File: src/rtl/uart_pkg.sv
// Shared types and default constants for the UART transmit arbiter.
// The FSM state encoding lives here so the bench and sub-blocks agree on it.
package uart_pkg;

  typedef enum logic [1:0] {
    StIdle,
    StSend,
    StWaitDone,
    StGap
  } state_e;

  localparam int unsigned CLKS_PER_BIT         = 217;
  localparam int unsigned GAP_CLKS_DEFAULT     = 0;
  localparam int unsigned TIMEOUT_CLKS_DEFAULT = 4096;

endpackage

File: src/rtl/rr_pick.sv
// Combinational round-robin picker: finds the first set request after index
// 'last', wrapping from NUM_REQ-1 back to 0.
module rr_pick #(
  parameter int unsigned NUM_REQ = 4
) (
  input  logic [NUM_REQ-1:0] req,
  input  logic [2:0]         last,
  output logic               found,
  output logic [2:0]         next_idx
);

  localparam int unsigned IdxW = $clog2(NUM_REQ);

  always_comb begin
    int unsigned idx;
    idx      = 0;
    found    = 1'b0;
    next_idx = last;
    // k = NUM_REQ lands back on 'last', so a lone requester can win again.
    for (int unsigned k = 1; k <= NUM_REQ; k++) begin
      idx = (32'(last) + k) % NUM_REQ;
      if (!found && req[idx[IdxW-1:0]]) begin
        found    = 1'b1;
        next_idx = 3'(idx);
      end
    end
  end

endmodule

File: src/rtl/uart_tx_arbiter.sv
// Round-robin arbiter feeding bytes from several requesters into one UART_TX,
// with an optional inter-frame gap and a watchdog on missing tx_done.
module uart_tx_arbiter
  import uart_pkg::*;
#(
  parameter int unsigned NUM_REQ      = 4,
  parameter int unsigned GAP_CLKS     = GAP_CLKS_DEFAULT,
  parameter int unsigned TIMEOUT_CLKS = TIMEOUT_CLKS_DEFAULT
) (
  input  logic                 clk,
  input  logic                 rst,
  input  logic [NUM_REQ-1:0]   req,
  input  logic [8*NUM_REQ-1:0] req_byte,
  output logic [NUM_REQ-1:0]   grant,
  output logic                 tx_dv,
  output logic [7:0]           tx_byte,
  input  logic                 tx_active,
  input  logic                 tx_done,
  output logic                 busy,
  output logic [2:0]           owner,
  output logic                 timeout_err
);

  localparam int unsigned GapW = (GAP_CLKS > 0) ? $clog2(GAP_CLKS + 1) : 1;
  localparam int unsigned WdW  = $clog2(TIMEOUT_CLKS);
  localparam logic [GapW-1:0] GapLast = GapW'((GAP_CLKS > 0) ? GAP_CLKS - 1 : 0);
  // Expire on the clock where the count would reach TIMEOUT_CLKS-1.
  localparam logic [WdW-1:0]  WdLast  = WdW'(TIMEOUT_CLKS - 2);

  state_e             state_q;
  logic [NUM_REQ-1:0] grant_q;
  logic               tx_dv_q;
  logic [7:0]         tx_byte_q;
  logic [2:0]         owner_q;
  logic               timeout_q;
  logic [GapW-1:0]    gap_q;
  logic [WdW-1:0]     wd_q;

  logic               pick_found;
  logic [2:0]         pick_idx;
  logic [7:0]         pick_byte;

  rr_pick #(
    .NUM_REQ(NUM_REQ)
  ) u_pick (
    .req     (req),
    .last    (owner_q),
    .found   (pick_found),
    .next_idx(pick_idx)
  );

  always_comb begin
    pick_byte = '0;
    for (int i = 0; i < NUM_REQ; i++) begin
      if (pick_idx == 3'(i)) pick_byte = req_byte[8*i +: 8];
    end
  end

  always_ff @(posedge clk) begin
    if (rst) begin
      state_q   <= StIdle;
      grant_q   <= '0;
      tx_dv_q   <= 1'b0;
      tx_byte_q <= '0;
      owner_q   <= 3'(NUM_REQ - 1);
      timeout_q <= 1'b0;
      gap_q     <= '0;
      wd_q      <= '0;
    end else begin
      grant_q   <= '0;
      tx_dv_q   <= 1'b0;
      timeout_q <= 1'b0;
      unique case (state_q)
        StIdle: begin
          // Holding off while tx_active keeps a post-reset issue from
          // colliding with a frame UART_TX is still shifting out.
          if (pick_found && !tx_active) begin
            state_q   <= StSend;
            grant_q   <= {{(NUM_REQ-1){1'b0}}, 1'b1} << pick_idx;
            tx_dv_q   <= 1'b1;
            tx_byte_q <= pick_byte;
            owner_q   <= pick_idx;
          end
        end
        StSend: begin
          wd_q    <= '0;
          state_q <= StWaitDone;
        end
        StWaitDone: begin
          if (tx_done) begin
            gap_q   <= '0;
            state_q <= (GAP_CLKS > 0) ? StGap : StIdle;
          end else if (wd_q == WdLast) begin
            timeout_q <= 1'b1;
            state_q   <= StIdle;
          end else begin
            wd_q <= wd_q + 1'b1;
          end
        end
        StGap: begin
          if (gap_q == GapLast) state_q <= StIdle;
          else                  gap_q   <= gap_q + 1'b1;
        end
        default: state_q <= StIdle;
      endcase
    end
  end

  assign grant       = grant_q;
  assign tx_dv       = tx_dv_q;
  assign tx_byte     = tx_byte_q;
  assign owner       = owner_q;
  assign timeout_err = timeout_q;
  assign busy        = (state_q != StIdle);

endmodule

File: config.mk
export PLATFORM = sky130hd
export DESIGN_NAME = uart_tx_arbiter
export DESIGN_NICKNAME = d
export VERILOG_FILES = /design/src/rtl/uart_pkg.sv /design/src/rtl/rr_pick.sv /design/src/rtl/uart_tx_arbiter.sv
export SDC_FILE = /design/constraint.sdc
export NUM_CORES = 1
export LEC_CHECK = 0
export BUFFER_PORTS_ARGS = -buffer_cell sky130_fd_sc_hd__buf_2
export CAP_MARGIN = 10
export CORE_UTILIZATION = 45
export CTS_CLUSTER_DIAMETER = 200
export DETAILED_ROUTE_END_ITERATION = 10
export PLACE_DENSITY = 0.74
export SYNTH_ARGS = -nofsm -noshare
export SYNTH_HDL_FRONTEND = slang
export SYNTH_SLANG_ARGS = --single-unit
File: constraint.sdc
create_clock -name clk -period 4.2 [get_ports clk]
set_input_delay 0.84 -clock clk [delete_from_list [all_inputs] [get_ports clk]]
set_output_delay 0.84 -clock clk [all_outputs]
set_load 0.02 [all_outputs]
==> flow_summary.yaml <==
outcome:
  status: "completed"
clocking:
  ctsHtreeMaxLevel: 2
  cts_tree: "yes"
  holdBufCountCts: 0
  clk_path_buf_depth: 2
  postCtsSetupBuffers: 0
  clock_sinks: 31
  cts_buffers: 5
  clk_pin_slew_ns: 0.09
  ctsResizeCount: 0
  clk_latency_ns: 0.33
  clock-root-buffer: "clkbuf_4"
sta:
  finalCritPeriodShare_pct: 50.9
  holdWs_ns: 0.468
  tns_ns: 0
  min_period_ns: 2.14
  fin_skew_ns: 0.0115
  setup_viol: 0
  slew_violations: 0
  worst_pin_slew_ns: 0.778
  rsz0062_at_grt: "no"
  hold_violations: 0
  fmax_mhz: 468
  max-slew-margin-rel_pct: 48.2
layout:
  utilization_pct: 59.5
  nNetsFinal: 285
  syn2layout_area_growth_pct: 25.0
  drive_gt1_share_pct: 30.3
  finalInstanceArea_mm2: 0.00200
  stdcell_count: 290
  antennaDiodeCount: 0
place:
  gp_congestion: 0.782
  placedCellCount: 282
  port_buffers: 57
  hpwl_um: 2770
  postPlaceCellArea_mm2: 0.00192
worst_hold_path:
  hold_path_class: "register to register"
  hold_depth: 1
power:
  power_density_mw_per_mm2: 359
  p_sw_share_pct: 28.7
  power_switching_mw: 0.207
  power_frac_comb_pct: 21.6
  p_leak_nw: 0.846
  vdd_drop_max_v: 0.000191
  p_int_mw: 0.513
  p_clk_share_pct: 33.8
  seq_power_share_pct: 44.6
synthesis:
  synth-seq-cells: 31
  synth_area_per_cell_um2: 8.66
  synth_top_cell_area_share_pct: 38.8
  async_reset_ff_share_pct: 0
  synth_area_leaders: "dfxtp_1 39%, nand3_1 6.9%, a32o_1 5.0%, nor2_1 4.7%, o22a_1 4.4%"
  yosysTopAreaCell: "dfxtp_1"
  ys_types: 44
  synth_ff_type: "dfxtp_1"
  synth_edf_count: 0
  syn_inst: 185
  syn_nets: 227
  synth_warnings: 0
  synth_area_mm2: 0.00160
  yosysSeqAreaShare_pct: 38.7
global_routing:
  overflow: 0
  first_global_vias: 1386
  groute.usage.overall_pct: 22.5
  grt_pass1_wl_um: 6180
  antenna_found_initial: 0
  grt_max_degree: 19
worst_setup_path:
  worstRegToRegCells: 5
  crit_path_start_kind: "input pin"
  critPathKind: "input pin to register"
  crit_path_max_fanout: 9
  arrival_ns: 2.41
  worstPathRequired_ns: 4.47
  critPathCaptureType: "register"
drt:
  drtAntennaViolNets: 0
  wirelength_um: 3730
  drc: 0
  vias_per_cell: 5.42
  dr_total_vias: 1573
  routedWlPerCell_um: 12.8
  drtIter0Drc: 60
  drtPass1Iterations: 4
floorplanning:
  boundaryPins: 58
  die_y_um: 61.7
  row_count: 21
  die_w_um: 61.7
  coreArea_mm2: 0.00336
  start_util_pct: 47.6
  die_area_mm2: 0.00380
flow_run:
  maxCapViolCount: 0
-- critical path: stages --
cell     delay [ns]
buf_2          0.14
nor4_1         0.28
or3_1          0.34
nor2b_1        0.59
a32o_1         0.21
-- routing by layer --
metal  vias to the layer above  wire, um  global-route usage (%)
met3                         2       271                    7.77
met4                         0        19                    6.98
met5                         -         0                       0
met1                       714      1630                    27.7
li1                        795         -                       -
met2                        62      1800                    37.0
-- layout by cell type, fill, tap and decap left out, types with 2 or more instances in the layout --
cell type / Yosys / final
o21ai_0: 8 / 8
ha_1: 2 / 2
nor4_1: 3 / 3
inv_1: 4 / 4
o21ai_1: 2 / 2
nor3_1: 5 / 5
a21oi_1: 9 / 9
nor3_2: 2 / 2
nand2_1: 9 / 9
or3_1: 2 / 2
dfxtp_1: 31 / 31
a32o_1: 8 / 8
o21a_1: 2 / 2
a211o_1: 2 / 2
buf_2: 5 / 57
nand2b_1: 6 / 6
a22oi_1: 3 / 3
nor2_1: 20 / 20
o22a_1: 8 / 8
xnor2_1: 6 / 6
nor2b_1: 4 / 4
nand3_1: 22 / 22
clkbuf_4: 0 / 5
-- cell usage after synthesis, types with 4 or more instances --
library cell,n
a21oi_1,9
nand2b_1,6
o22a_1,8
nand2_1,9
a32o_1,8
o21ai_0,8
nor2b_1,4
nor3_1,5
buf_2,5
nor2_1,20
nand3_1,22
xnor2_1,6
inv_1,4
dfxtp_1,31
-- logic make-up (layout without fill, tap and decap cells) --
kind of cell | Yosys count | in the layout | share of synthesized area, %
AOI/OAI and AO/OA | 48 | 48 | 22.8
xor gates and xnor gates | 7 | 7 | 3.83
DFF | 31 | 31 | 38.8
adders and majority gates | 2 | 2 | 1.56
buffers and inverters | 10 | 69 | 2.73
and+or+nand+nor | 87 | 87 | 30.3
-- through the flow --
step / setup slack [ns] / power, mW
finish: 2.06 / 0.719
global placement: 1.77 / 0.481
CTS: 2.09 / 0.725
global route: 1.98 / 0.759
floorplan: 2.19 / 0.429
detailed placement: 1.74 / 0.482
-- flip-flops by register name, summed over array words and instances (netlist names) --
register and cells:
tx_byte 8, tx_dv 1, timeout_err 1, state_q 2
wd_q 12, owner 3, grant 4
-- worst paths after layout --
check | start | end | slack, ns
setup / recovery | req[1] | tx_byte[5]$_SDFFE_PP0N_ | 2.06
hold / removal | owner[2]$_SDFFE_PP0N_ | owner[2]$_SDFFE_PP0N_ | 0.47
setup reg to reg | owner[1]$_SDFFE_PP1N_ | tx_byte[5]$_SDFFE_PP0N_ | 2.28
hold reg to reg | owner[2]$_SDFFE_PP0N_ | owner[2]$_SDFFE_PP0N_ | 0.47
-- layout make-up --
class | count | area, um^2
sequential | 31 | 621
clock inverter | 2 | 35.0
multi-input combinational | 144 | 937
fill | 349 | 1360
tap | 46 | 57.6
timing repair buffer | 57 | 285
clock buffer | 6 | 51.3
inverter | 4 | 15.0
-- power groups by stage --
| stage | sequential [mW] | clock (mW) | combinational (mW) |
|---|---|---|---|
| floorplan | 0.339 | 0 | 0.0896 |
| global route | 0.323 | 0.264 | 0.171 |
| global placement | 0.328 | 0 | 0.154 |
| CTS | 0.321 | 0.249 | 0.155 |
| detailed placement | 0.327 | 0 | 0.154 |
| finish | 0.321 | 0.243 | 0.155 |
Note: power is estimated with default switching activity, not from simulation.
